===== src/rtl/seg_pkg.sv =====
// Seven-segment glyph patterns shared by the display encoder and the capture
// decoder. Bit order is {a,b,c,d,e,f,g}, active-high.
package seg_pkg;

  localparam logic [6:0] SEG_0     = 7'b1111110;
  localparam logic [6:0] SEG_1     = 7'b0110000;
  localparam logic [6:0] SEG_2     = 7'b1101101;
  localparam logic [6:0] SEG_3     = 7'b1111001;
  localparam logic [6:0] SEG_4     = 7'b0110011;
  localparam logic [6:0] SEG_5     = 7'b1011011;
  localparam logic [6:0] SEG_6     = 7'b1011111;
  localparam logic [6:0] SEG_7     = 7'b1110000;
  localparam logic [6:0] SEG_8     = 7'b1111111;
  localparam logic [6:0] SEG_9     = 7'b1111011;
  localparam logic [6:0] SEG_A     = 7'b1110111;
  localparam logic [6:0] SEG_B     = 7'b0011111;
  localparam logic [6:0] SEG_C     = 7'b1001110;
  localparam logic [6:0] SEG_D     = 7'b0111101;
  localparam logic [6:0] SEG_E     = 7'b1001111;
  localparam logic [6:0] SEG_F     = 7'b1000111;
  localparam logic [6:0] SEG_BLANK = 7'b0000000;

endpackage


===== src/rtl/seg7_decode.sv =====
// Combinational seven-segment pattern decoder. Hex glyphs A-F are only
// accepted when use_hex is set; all-off segments report blank.
module seg7_decode
  import seg_pkg::*;
(
  input  logic [6:0] segments,
  input  logic       use_hex,
  output logic [3:0] value,
  output logic       known,
  output logic       blank
);

  logic [3:0] glyph_s;
  logic       hit_s;
  logic       hex_only_s;

  // Lookup over the full 0-F glyph set; hex-only hits are qualified below.
  always_comb begin
    glyph_s    = 4'h0;
    hit_s      = 1'b0;
    hex_only_s = 1'b0;
    case (segments)
      SEG_0:   begin glyph_s = 4'h0; hit_s = 1'b1; end
      SEG_1:   begin glyph_s = 4'h1; hit_s = 1'b1; end
      SEG_2:   begin glyph_s = 4'h2; hit_s = 1'b1; end
      SEG_3:   begin glyph_s = 4'h3; hit_s = 1'b1; end
      SEG_4:   begin glyph_s = 4'h4; hit_s = 1'b1; end
      SEG_5:   begin glyph_s = 4'h5; hit_s = 1'b1; end
      SEG_6:   begin glyph_s = 4'h6; hit_s = 1'b1; end
      SEG_7:   begin glyph_s = 4'h7; hit_s = 1'b1; end
      SEG_8:   begin glyph_s = 4'h8; hit_s = 1'b1; end
      SEG_9:   begin glyph_s = 4'h9; hit_s = 1'b1; end
      SEG_A:   begin glyph_s = 4'hA; hit_s = 1'b1; hex_only_s = 1'b1; end
      SEG_B:   begin glyph_s = 4'hB; hit_s = 1'b1; hex_only_s = 1'b1; end
      SEG_C:   begin glyph_s = 4'hC; hit_s = 1'b1; hex_only_s = 1'b1; end
      SEG_D:   begin glyph_s = 4'hD; hit_s = 1'b1; hex_only_s = 1'b1; end
      SEG_E:   begin glyph_s = 4'hE; hit_s = 1'b1; hex_only_s = 1'b1; end
      SEG_F:   begin glyph_s = 4'hF; hit_s = 1'b1; hex_only_s = 1'b1; end
      default: begin glyph_s = 4'h0; hit_s = 1'b0; hex_only_s = 1'b0; end
    endcase
  end

  // Apply the hex enable and flag the all-off blank pattern.
  always_comb begin
    value = 4'h0;
    known = 1'b0;
    blank = 1'b0;
    if (hit_s && (use_hex || !hex_only_s)) begin
      value = glyph_s;
      known = 1'b1;
    end else begin
      value = 4'h0;
      known = 1'b0;
    end
    if (segments == SEG_BLANK) begin
      blank = 1'b1;
    end else begin
      blank = 1'b0;
    end
  end

endmodule


===== src/rtl/display_capture.sv =====
// Captures a multiplexed seven-segment display scan into per-position
// values, publishing one complete frame once every position has been seen.
module display_capture
  import seg_pkg::*;
#(
  parameter int DIGITS  = 5,
  parameter int USE_HEX = 0,
  parameter int TIMEOUT = 1_000_000
) (
  input  logic                clk,
  input  logic                reset,
  input  logic                seg_clk,
  input  logic [7:0]          segments,
  input  logic [DIGITS-1:0]   cathodes,
  output logic [4*DIGITS-1:0] digits,
  output logic [DIGITS-1:0]   digit_valid,
  output logic [DIGITS-1:0]   dp,
  output logic                frame_valid,
  output logic                frame_error,
  output logic                err_cat,
  output logic                timeout
);

  localparam int                IW        = $clog2(TIMEOUT + 1);
  localparam logic [IW-1:0]     IDLE_LAST = IW'(TIMEOUT - 1);
  localparam logic [DIGITS-1:0] NONE      = {DIGITS{1'b0}};
  localparam logic [DIGITS-1:0] ALL_SEEN  = {DIGITS{1'b1}};
  localparam logic              HEX_EN    = (USE_HEX != 0);

  function automatic logic is_one_hot(input logic [DIGITS-1:0] v);
    return (v != NONE) && ((v & (v - DIGITS'(1))) == NONE);
  endfunction

  logic                seg_r;
  logic                event_s;
  logic                sel_ok_s;
  logic                take_s;
  logic                unknown_s;
  logic [DIGITS-1:0]   sel_s;
  logic [3:0]          dec_value_s;
  logic                dec_known_s;
  logic                dec_blank_s;
  logic [4*DIGITS-1:0] stage_digits_r, stage_digits_s;
  logic [DIGITS-1:0]   stage_valid_r, stage_valid_s;
  logic [DIGITS-1:0]   stage_dp_r, stage_dp_s;
  logic [DIGITS-1:0]   seen_r, seen_s;
  logic                err_r, err_s;
  logic [IW-1:0]       idle_r;

  assign event_s   = seg_clk & ~seg_r;
  assign sel_s     = ~cathodes;
  assign sel_ok_s  = is_one_hot(sel_s);
  assign take_s    = event_s & sel_ok_s;
  assign unknown_s = ~dec_known_s & ~dec_blank_s;

  seg7_decode u_decode (
    .segments (segments[7:1]),
    .use_hex  (HEX_EN),
    .value    (dec_value_s),
    .known    (dec_known_s),
    .blank    (dec_blank_s)
  );

  // Staging buffer and seen/error state as they stand after this sample.
  always_comb begin
    stage_digits_s = stage_digits_r;
    stage_valid_s  = stage_valid_r;
    stage_dp_s     = stage_dp_r;
    seen_s         = seen_r;
    err_s          = err_r;
    for (int i = 0; i < DIGITS; i++) begin
      if (take_s && sel_s[i]) begin
        stage_digits_s[4*i +: 4] = dec_value_s;
        stage_valid_s[i]         = dec_known_s;
        stage_dp_s[i]            = segments[0];
      end else begin
        stage_digits_s[4*i +: 4] = stage_digits_r[4*i +: 4];
        stage_valid_s[i]         = stage_valid_r[i];
        stage_dp_s[i]            = stage_dp_r[i];
      end
    end
    if (take_s) begin
      seen_s = seen_r | sel_s;
      err_s  = err_r | unknown_s;
    end else begin
      seen_s = seen_r;
      err_s  = err_r;
    end
  end

  // Edge detect, frame publish and stall watchdog; a sample beats a timeout.
  always_ff @(posedge clk) begin
    if (reset) begin
      seg_r          <= 1'b0;
      idle_r         <= {IW{1'b0}};
      seen_r         <= NONE;
      err_r          <= 1'b0;
      stage_digits_r <= {(4*DIGITS){1'b0}};
      stage_valid_r  <= NONE;
      stage_dp_r     <= NONE;
      digits         <= {(4*DIGITS){1'b0}};
      digit_valid    <= NONE;
      dp             <= NONE;
      frame_valid    <= 1'b0;
      frame_error    <= 1'b0;
      err_cat        <= 1'b0;
      timeout        <= 1'b0;
    end else begin
      seg_r          <= seg_clk;
      stage_digits_r <= stage_digits_s;
      stage_valid_r  <= stage_valid_s;
      stage_dp_r     <= stage_dp_s;
      frame_valid    <= 1'b0;
      frame_error    <= 1'b0;
      err_cat        <= 1'b0;
      timeout        <= 1'b0;
      if (event_s) begin
        idle_r <= {IW{1'b0}};
        if (!sel_ok_s) begin
          err_cat <= 1'b1;
        end else if (seen_s == ALL_SEEN) begin
          digits      <= stage_digits_s;
          digit_valid <= stage_valid_s;
          dp          <= stage_dp_s;
          frame_valid <= 1'b1;
          frame_error <= err_s;
          seen_r      <= NONE;
          err_r       <= 1'b0;
        end else begin
          seen_r <= seen_s;
          err_r  <= err_s;
        end
      end else if (idle_r == IDLE_LAST) begin
        timeout <= 1'b1;
        idle_r  <= {IW{1'b0}};
        seen_r  <= NONE;
        err_r   <= 1'b0;
      end else begin
        idle_r <= idle_r + IW'(1);
      end
    end
  end

endmodule


===== config.mk =====
export PLATFORM = sky130hd
export DESIGN_NAME = display_capture
export DESIGN_NICKNAME = d
export VERILOG_FILES = /design/src/rtl/seg_pkg.sv /design/src/rtl/seg7_decode.sv /design/src/rtl/display_capture.sv
export SDC_FILE = /design/constraint.sdc
export NUM_CORES = 1
export LEC_CHECK = 0
export BUFFER_PORTS_ARGS = -buffer_cell sky130_fd_sc_hd__buf_2
export CAP_MARGIN = 20
export CORE_MARGIN = 2
export CORE_UTILIZATION = 55
export CTS_CLUSTER_SIZE = 10
export DETAILED_ROUTE_END_ITERATION = 16
export GPL_TIMING_DRIVEN = 0
export HOLD_SLACK_MARGIN = 0.08
export PLACE_DENSITY = 0.87
export RECOVER_POWER = 50
export SETUP_SLACK_MARGIN = 0.1
export SLEW_MARGIN = 20
export SYNTH_ARGS = -nofsm -noshare
export SYNTH_HDL_FRONTEND = slang
export SYNTH_SLANG_ARGS = --single-unit

===== constraint.sdc =====
create_clock -name clk -period 3.7 [get_ports clk]
set_input_delay 0.37 -clock clk [delete_from_list [all_inputs] [get_ports clk]]
set_output_delay 0.37 -clock clk [all_outputs]
set_load 0.01 [all_outputs]

# Word level (Yosys, flattened, before mapping)
# Index checks and enable logic that the tools add are counted.
[totals]
regBits = 91
inputBits = 16
[op_classes]
n_addsub = 2
n_eq_ne = 19
mux = 34
bitwise_logic = 13
n_reduce_logical = 21
[op_table]
columns = ["op", "count"]
rows = [
  ["7-bit == test, second input constant", 12],
  ["4-bit case mux with 15 select lines", 1],
  ["5-bit two-way mux", 5],
  ["4-bit two-way mux", 6],
  ["1-bit two-way mux", 22],
  ["7-bit by 6-bit == test with 1-bit output, second input constant", 3],
  ["20-bit by 1-bit adder with 20-bit output, second input constant", 1],
  ["20-bit == test, second input constant", 1],
  ["16-bit OR reduction", 1],
  ["7-bit by 5-bit == test with 1-bit output, second input constant", 1],
  ["1-bit logical AND", 7],
  ["7-bit logical NOT", 1],
  ["1-bit inverter", 6],
  ["3-bit OR reduction", 2],
  ["6-bit OR reduction", 1],
  ["5-bit bitwise AND", 1],
  ["5-bit == test, second input constant", 1],
  ["5-bit logical NOT", 1],
  ["5-bit inverter", 1],
  ["5-bit OR", 1],
  ["5-bit nonzero test", 1],
  ["5-bit by 1-bit subtractor with 5-bit output, second input constant", 1],
  ["2-bit OR reduction", 2],
  ["4-bit OR reduction", 1],
  ["other kinds (7)", 9],
]

# Logic depth before layout (Yosys ltp)
# Gate-level depths: netlist of run 1.
[depth]
ltp_word = 13
depth_mapped = 8
mapped_depth_nobuf = 6

# By module
# A second synthesis of run 1 with hierarchy kept.
[hier_totals]
hier_cells = 472
hier_area_um2 = 4330.4
[by_module_without_submodules]
columns = ["mod", "instances", "cells_per_inst", "area_each_um2", "seq_area_each_um2"]
rows = [
  ["display_capture", 1, 407, 3838.7, 1821.7],
  ["seg7_decode", 1, 65, 491.7, 0.0],
]

# Worst setup path after synthesis of run 1
# No wires, ideal clock.
[synth_path]
kind = "input -> register"
start = "input port cathodes[4]"
end = "register digits[11]"
setup_time_ps = 136
t_arrival_ps = 1738
required_ps = 3564
slack_ps = 1826
stages = 7
path_cell_list = "clkbuf_2 nand2_1 o41a_1 a2bb2oi_4 and3_1 buf_2 a211oi_1"
[synth_via]
elab_chain_cells = 9
elab_cells_between_ends = 13
cone_classes = "1 x add/sub; 1 x eq/ne; 2 x mux; 4 x bitwise; 5 x reduce/logical"
[synth_rtl]
columns = ["item", "line", "source"]
rows = [
  ["from (decl)", "display_capture.sv:14", "input logic [DIGITS-1:0] cathodes,"],
  ["5-bit inverter (*)", "display_capture.sv:51", "assign sel_s = ~cathodes;"],
  ["5-bit by 1-bit subtractor with 5-bit output", "display_capture.sv:31", "return (v != NONE) && ((v & (v - DIGITS'(1))) == NONE);"],
  ["5-bit bitwise AND", "display_capture.sv:31", ""],
  ["5-bit logical NOT", "display_capture.sv:31", ""],
  ["1-bit logical AND", "display_capture.sv:31", ""],
  ["1-bit bitwise AND", "display_capture.sv:53", "assign take_s = event_s & sel_ok_s;"],
  ["5-bit two-way mux", "display_capture.sv:82", "if (take_s) begin"],
  ["5-bit == test", "display_capture.sv:121", "end else if (seen_s == ALL_SEEN) begin"],
  ["3-bit AND reduction (no line)", "-", ""],
  ["to (signal assigned)", "display_capture.sv:101", "digits <= {(4*DIGITS){1'b0}};"],
  ["to (signal assigned)", "display_capture.sv:122", "digits <= stage_digits_s;"],
  ["to (decl)", "display_capture.sv:15", "output logic [4*DIGITS-1:0] digits,"],
]
# Mark *: on every way between the ends. The rest lies on a longest branch, timed or not.
# A chain may end at the register's enable or synchronous reset.

# Worst setup path in the final report of run 1
[layout_path]
start = "input port cathodes[3]"
end = "register digits[14]"
# The elaborated chain is that of the path after synthesis.

==> flow_summary.json, run 1 <==
{
  "grt_antenna_before_repair": 0,
  "synth_edf_count": 0,
  "clock-sinks": 91,
  "htree_levels": 3,
  "grt_overflow": 0,
  "finalSetupViolCount": 0,
  "final_common_cell": "dfxtp_1",
  "routed_wl_mm": 9.57,
  "worst_pin_slew_ns": 1.49,
  "arrival_ns": 3.05,
  "fp.coreArea_um2": 7290,
  "grt_pass1_wl_mm": 15.7,
  "first_global_vias": 3299,
  "clk_latency_ns": 0.36,
  "maxCapViolCount": 1,
  "crit_chain": "clkbuf_1 -> nand2_1 -> o41a_1 -> a2bb2oi_1 -> nand3_1 -> buf_6 -> o22ai_1",
  "cp_max_fo": 10,
  "min_path_type": "input pin to flip-flop",
  "critPathBufInv": 2,
  "r2r-start": "seg_r",
  "synth.avg_cell_area_um2": 9.24,
  "place.detailed.hpwl_mm": 6.78,
  "yosysWarnings": 0,
  "die_area_um2": 8260,
  "via_per_inst": 5.73,
  "place_ws_ns": 1.28,
  "cts_made_buffers": 9,
  "diodes": 0,
  "crit_family": "compound AO/OA/AOI/OAI gates",
  "r2r_cells": 6,
  "fmax_mhz": 363,
  "slew_headroom": 0.00115,
  "synth_cell_type_count": 69,
  "fin_nets": 522,
  "wl_per_cell_um": 15.7,
  "timing.final.crit_period_ns": 2.76,
  "synth_ff_type": "dfxtp_1",
  "cts_post_setup_buffers_inserted": 0,
  "critical_path_class": "input pin to flip-flop",
  "cp-start-kind": "input pin",
  "port_buffers": 45,
  "io-pin-count": 50,
  "synthArstFlopShare": 0,
  "rows": 31,
  "postRouteAntennaNets": 0,
  "p_leak_nw": 1.57,
  "grt_max_degree": 20,
  "drt_first_pass_iters": 5,
  "max_stage_delay_ns": 0.61,
  "drt_iter0_markers": 295,
  "ys_top_cells_by_area": "dfxtp_1 (44%), mux2i_1 (4.6%), nor2_1 (4.4%)",
  "worstPathRequired_ns": 3.99,
  "fillers": 611,
  "slew_violations": 0,
  "synth_top_area_frac": 0.439,
  "seq_area_frac_synth": 0.439,
  "outcome": "complete, but fails checks",
  "hold_start": "seg_clk",
  "die_x_um": 90.9,
  "die_y_um": 90.9,
  "failed_checks": "capacitance limit",
  "routabilityCongestion": 0.905,
  "post-route-util": 0.631,
  "finalClockSkew_ns": 0.0202,
  "cp_slowest_cell": "a2bb2oi_1",
  "period_share": 0.745,
  "cts.clk_slew.worst_paths_ns": 0.10,
  "vias": 3491,
  "final_cell_mix": "dfxtp_1 (91), clkbuf_1 (54), nor2_1 (50)",
  "holdWs_ns": 0.311,
  "worst_slack_ns": 0.944,
  "syn_to_final_growth_pct": 10.8,
  "yosys.area.top_type": "dfxtp_1",
  "hold_buffers": 0,
  "root_buffer": "clkbuf_8",
  "syn_area_um2": 4150,
  "fin_setup_tns_ns": 0,
  "min_to": "seg_r",
  "p_per_area_nw_per_um2": 382,
  "hold_viol": 0,
  "tritoncts": "yes",
  "setup.worst_path.end_class": "flip-flop",
  "rsz0062_at_grt": "false",
  "drcViolationCount": 0,
  "grt_usage": 0.235,
  "ir_drop_v": 0.000298,
  "netlist_instances": 449,
  "r2r_end": "digits[14]",
  "synth_fp_nets": 466,
  "clockBufferDepth": 2,
  "initial_core_util": 0.569,
  "min_path_cells": 2,
  "drive_above_1_share": 0.124,
  "ys_seq_elements": 91,
  "r2r_slack_ns": 0.96,
  "post_cts_resized": 0
}
cell usage after synthesis (all sizes together), types with 3 or more instances:
master	instances
nand4	6
o22ai	18
inv	11
nand2b	6
nor4	8
and3	5
nand3	21
or2	3
or3	6
xor2	4
a31oi	3
nand2	35
and4bb	3
nor3	13
nor2	51
and2	7
xnor2	16
clkbuf	19
buf	11
mux2i	19
o21ai	11
and3b	3
a21oi	17
a211o	3
o2bb2ai	3
dfxtp	91
a211oi	11
mux2	7
nor2b	3
area by class of cell:
cell class	count	area, um2	area share
sequential	91	1820	0.396
multi-input combinational	317	2090	0.454
tap	99	124	0.0269
timing repair buffer	45	181	0.0394
buffer	30	138	0.0299
clock buffer	9	124	0.0269
clock inverter	7	81.3	0.0177
inverter	11	41.3	0.00898
metrics by stage:
stage | power (mW) | instance area (um2) | instances
2_1_floorplan | 1.08 | 4150 | 449
6_report | 1.75 | 4600 | 609
3_3_place_gp | 1.10 | 4500 | 593
4_1_cts | 1.76 | 4700 | 609
5_1_grt | 1.81 | 4600 | 609
3_5_place_dp | 1.11 | 4500 | 593
worst max-delay path by stage:
stage	end	start	slack, ns	cells past startpoint
after global placement	digits[10]	segments[1]	1.34	7
after CTS	digits[15]	seg_r	1.53	5
after floorplan	digits[11]	cathodes[4]	1.83	7
final	digits[14]	cathodes[3]	0.94	7
after global routing	digits[14]	cathodes[3]	0.73	7
after detailed placement	digits[18]	segments[1]	1.28	7
power by group:
group | internal [mW] | switching [mW] | leakage [nW]
Sequential | 0.983 | 0.00308 | 0.734
Combinational | 0.0316 | 0.0672 | 0.735
Clock | 0.270 | 0.400 | 0.103
Total | 1.28 | 0.470 | 1.57
logic make-up after synthesis:
logic type | count (synthesis) | synth area share
AO/OA/AOI/OAI | 85 | 0.162
XOR/XNOR | 20 | 0.0422
adder cells (fa/ha/maj) | 1 | 0.00301
buffers and inverters | 41 | 0.0443
flip-flops | 91 | 0.439
multiplexers | 26 | 0.0648
AND/OR/NAND/NOR | 185 | 0.245
state kept, by name, summed over array words and instances, names as in the netlist:
signal / count
stage_dp_r: 5
err_cat: 1
err_r: 1
seg_r: 1
idle_r: 20
dp: 5
timeout: 1
seen_r: 5
frame_valid: 1
stage_digits_r: 20
frame_error: 1
digit_valid: 5
stage_valid_r: 5
digits: 20
layer usage:
metal / GRT usage / up-vias / wire length (um)
li1: - / 1727 / -
met1: 0.304 / 1635 / 4380
met2: 0.395 / 112 / 4540
met3: 0.0434 / 17 / 459
met4: 0.0808 / 0 / 204
met5: 0 / - / 0
Note: power is estimated with default switching activity, not from simulation.
==> run 2: changes to the inputs <==
==> constraint.sdc (replaced) <==
create_clock -name clk -period 2.8 [get_ports clk]
set_input_delay 0.28 -clock clk [delete_from_list [all_inputs] [get_ports clk]]
set_output_delay 0.28 -clock clk [all_outputs]
set_load 0.01 [all_outputs]
==> run 2 against run 1 <==
Effect of this change: the run now ends clean; sequential power is 32% higher; clock power rose by 32%; core utilization is 0.45 points higher; setup slack worse by 0.44 ns; critical path type is now flip-flop to flip-flop; largest power group unchanged; highest routed layer unchanged.
==> flow_summary.json, run 2 (synthesized netlist as in run 1, its figures left out) <==
{
  "initial_core_util": 0.569,
  "clockBufferDepth": 2,
  "htree_levels": 3,
  "use_met1": 0.304,
  "ir_drop_v": 0.000393,
  "grt_max_degree": 20,
  "period_share": 0.820,
  "fp.coreArea_um2": 7290,
  "vias": 3519,
  "worstPathRequired_ns": 3.09,
  "cts.clk_slew.worst_paths_ns": 0.10,
  "slew_headroom": 0.358,
  "finalSetupViolCount": 0,
  "fillers": 609,
  "numPlacedInstances": 593,
  "port_buffers": 45,
  "arrival_ns": 2.58,
  "drive_above_1_share": 0.129,
  "min_path_type": "input pin to flip-flop",
  "routabilityCongestion": 0.905,
  "grtUsageMet3": 0.0434,
  "routed_wl_mm": 9.55,
  "postRouteAntennaNets": 0,
  "first_global_vias": 3299,
  "drcViolationCount": 0,
  "final_cell_mix": "dfxtp_1 (91), clkbuf_1 (53), nor2_1 (50)",
  "hold_viol": 0,
  "syn_to_final_growth_pct": 11.6,
  "grt_overflow": 0,
  "cp_max_fo": 10,
  "regArea_um2": 1820,
  "hold_buffers": 0,
  "drt_first_pass_iters": 5,
  "p_per_area_nw_per_um2": 501,
  "timing.final.crit_period_ns": 2.29,
  "rows": 31,
  "io-pin-count": 50,
  "top_regs": "digits: 20 flops, idle_r: 20 flops, stage_digits_r: 20 flops",
  "grt_usage": 0.235,
  "cts_post_setup_buffers_inserted": 0,
  "p_leak_nw": 1.57,
  "die_area_um2": 8260,
  "place.detailed.hpwl_mm": 6.78,
  "worst_pin_slew_ns": 0.958,
  "finalClockSkew_ns": 0.0231,
  "setup.worst_path.end_class": "flip-flop",
  "met2_usage": 0.395,
  "cp-start-kind": "flip-flop",
  "fin_nets": 522,
  "drt_iter0_markers": 276,
  "die_x_um": 90.9,
  "diodes": 0,
  "slew_violations": 0,
  "maxCapViolCount": 0,
  "critical_path_class": "flip-flop to flip-flop",
  "fin_setup_tns_ns": 0,
  "tritoncts": "yes",
  "via_per_inst": 5.78,
  "final_cells": 609,
  "die_y_um": 90.9,
  "grt.busiest_layer": "met2",
  "clock-sinks": 91,
  "wl_per_cell_um": 15.7,
  "grt_pass1_wl_mm": 15.7,
  "grt_antenna_before_repair": 0,
  "root_buffer": "clkbuf_8",
  "outcome": "finished clean",
  "clk_latency_ns": 0.37,
  "multi_input_area_um2": 2120,
  "cts_made_buffers": 9,
  "final_common_cell": "dfxtp_1",
  "rsz0062_at_grt": "false",
  "fmax_mhz": 436,
  "post_cts_resized": 0
}
[run 2: path summary, 6_finish.rpt]
check,start,to,slack [ns],depth (start not counted)
worst max-delay path,seg_r,digits[14],0.51,6
worst min-delay path,seg_clk,seg_r,0.22,2
worst max register to register,seg_r,digits[14],0.51,6
worst min register to register,digits[17],digits[17],0.48,2
[run 2: metal layers]
metal	vias up	share of wire	wire length, um
met1	1636	0.45	4320
met5	-	0	0
met3	21	0.057	541
met2	129	0.47	4490
met4	0	0.021	197
li1	1733	-	-
[run 2: critical path, cell delays in order, from the launching register on]
cell	delay, ns
dfxtp_1	0.34
nand4b_1	0.33
o31a_4	0.40
nor3_2	0.55
nand3_4	0.23
buf_6	0.21
o22ai_1	0.18
[run 2: cell type report]
type                            instances  area share
Clock buffer                            9      0.0267
Tap cell                               99      0.0267
Buffer                                 30      0.0305
Inverter                               11     0.00891
Sequential cell                        91       0.393
Multi-Input combinational cell        317       0.457
Clock inverter                          7      0.0176
Timing Repair Buffer                   45      0.0392
[run 2: power by group]
part	leakage (nW)	internal [mW]	switching, mW
Combinational	0.738	0.0430	0.0897
Sequential	0.734	1.30	0.00397
Clock	0.103	0.356	0.529
Total	1.57	1.70	0.623
[run 2: metrics by stage]
step | instance area, um2 | hold WS [ns] | utilization | total power [mW] | setup slack [ns]
4_1_cts | 4700 | 0.214 | 0.645 | 2.33 | 0.631
5_1_grt | 4630 | 0.217 | 0.635 | 2.40 | 0.390
2_1_floorplan | 4150 | 0.408 | - | 1.42 | 0.954
3_5_place_dp | 4500 | 0.458 | 0.617 | 1.46 | 0.467
6_report | 4630 | 0.221 | 0.635 | 2.32 | 0.505
3_3_place_gp | 4500 | 0.440 | 0.617 | 1.46 | 0.534
==> run 3: changes to the inputs <==
==> constraint.sdc (replaced) <==
create_clock -name clk -period 2.2 [get_ports clk]
set_input_delay 0.22 -clock clk [delete_from_list [all_inputs] [get_ports clk]]
set_output_delay 0.22 -clock clk [all_outputs]
set_load 0.01 [all_outputs]
==> run 3 against run 2 <==
Effect of this change: largest cell class unchanged; largest power group unchanged; design area is 2.0% higher; sequential cell count stayed put; non-clock buffer count is 8 higher; global-route usage hardly changed; worst hold slack worse by 0.066 ns; via count is 0.68% higher; total power is 27% higher.
==> flow_summary.json, run 3 (synthesized netlist as in run 1, its figures left out) <==
{
  "outcome": "finished clean",
  "fp.coreArea_um2": 7290,
  "die_y_um": 90.9,
  "die_x_um": 90.9,
  "tritoncts": "yes",
  "diodes": 0,
  "cts.clk_slew.worst_paths_ns": 0.10,
  "top_regs": "digits: 20 flops, idle_r: 20 flops, stage_digits_r: 20 flops",
  "grt_usage": 0.235,
  "p_leak_nw": 1.63,
  "critical_path_class": "flip-flop to flip-flop",
  "postRouteAntennaNets": 0,
  "ir_drop_v": 0.000495,
  "place.detailed.hpwl_mm": 6.78,
  "via_per_inst": 5.74,
  "drt_iter0_markers": 286,
  "clock-sinks": 91,
  "slew_headroom": 0.490,
  "rsz0062_at_grt": "true",
  "cts_made_buffers": 9,
  "numPlacedInstances": 593,
  "clk_latency_ns": 0.36,
  "maxCapViolCount": 0,
  "grt_pass1_wl_mm": 15.7,
  "vias": 3543,
  "grt_max_degree": 20,
  "final_cell_mix": "dfxtp_1 (90), clkbuf_1 (55), nor2_1 (50)",
  "port_buffers": 45,
  "hold_buffers": 0,
  "io-pin-count": 50,
  "setup.worst_path.end_class": "flip-flop",
  "fin_setup_tns_ns": 0,
  "fillers": 599,
  "fin_nets": 530,
  "min_path_type": "input pin to flip-flop",
  "arrival_ns": 2.28,
  "crit_chain": "or4b_2 -> nor4_1 -> and3_1 -> or2_2 -> buf_2 -> nor2_1",
  "syn_to_final_growth_pct": 13.9,
  "grt_overflow": 0,
  "drt_first_pass_iters": 6,
  "crit_family": "simple AND/OR/NAND/NOR gates",
  "worstPathRequired_ns": 2.45,
  "multi_input_area_um2": 2150,
  "cp-start-kind": "flip-flop",
  "drcViolationCount": 0,
  "cp_slowest_cell": "or4b_2",
  "p_per_area_nw_per_um2": 626,
  "fmax_mhz": 493,
  "timing.final.crit_period_ns": 2.03,
  "wl_per_cell_um": 15.8,
  "routed_wl_mm": 9.73,
  "routabilityCongestion": 0.905,
  "grt_antenna_before_repair": 0,
  "max_stage_delay_ns": 0.66,
  "finalClockSkew_ns": 0.0186,
  "finalSetupViolCount": 0,
  "rows": 31,
  "regArea_um2": 1820,
  "drive_above_1_share": 0.143,
  "htree_levels": 3,
  "final_common_cell": "dfxtp_1",
  "slew_violations": 0,
  "worst_pin_slew_ns": 0.757,
  "critPathBufInv": 1,
  "hold_viol": 0,
  "root_buffer": "clkbuf_8",
  "die_area_um2": 8260,
  "final_cells": 617,
  "first_global_vias": 3310,
  "cp_max_fo": 10,
  "period_share": 0.921,
  "clockBufferDepth": 2,
  "initial_core_util": 0.569
}
[run 3: changes by cell type in the layout (fill, tap and decap cells not counted), sizes merged]
cell and change:
buf +5, clkbuf +3
[run 3: path summary, 6_finish.rpt]
check	slack [ns]	from	endpoint	cells past startpoint
worst max-delay path	0.17	idle_r[7]	idle_r[11]	6
worst min-delay path	0.15	seg_clk	seg_r	2
worst min register to register	0.48	digits[17]	digits[17]	2
worst max register to register	0.17	idle_r[7]	idle_r[11]	6
[run 3: area by class of cell]
cell class | instances | share of cell area
Multi-Input combinational cell | 317 | 0.456
Buffer | 30 | 0.0307
Clock inverter | 7 | 0.0172
Sequential cell | 91 | 0.386
Timing Repair Buffer | 53 | 0.0492
Tap cell | 99 | 0.0262
Inverter | 11 | 0.00874
Clock buffer | 9 | 0.0262
[run 3: metrics by stage]
stage / util / instance area, um2 / worst slack (ns) / hold WS (ns) / total power, mW
2_1_floorplan: - / 4150 / 0.354 / 0.348 / 1.81
3_3_place_gp: 0.617 / 4500 / -0.00637 / 0.440 / 1.86
3_5_place_dp: 0.617 / 4500 / -0.0731 / 0.458 / 1.86
4_1_cts: 0.646 / 4710 / 0.0305 / 0.154 / 2.96
5_1_grt: 0.648 / 4730 / 0.0591 / 0.157 / 3.05
6_report: 0.648 / 4730 / 0.173 / 0.155 / 2.96
[run 3: layer usage]
metal,vias to the layer above,share of wire,track usage
met5,-,0,0
met4,0,0.023,0.0808
met3,17,0.055,0.0434
met2,117,0.48,0.397
met1,1664,0.44,0.303
li1,1745,-,-
[run 3: repair_timing]
action	4_1_cts	5_1_grt
setup buffers	1	7
gates resized for setup	0	7
cloned	0	0
endpoints found under the setup margin	8	54
endpoints found under the hold margin	0	0
pin swaps	1	4
[run 3: power by group]
group	switching, mW	internal (mW)	total (mW)
clock network	0.671	0.453	1.12
logic	0.118	0.0558	0.174
registers	0.00512	1.65	1.66
total	0.795	2.16	2.96
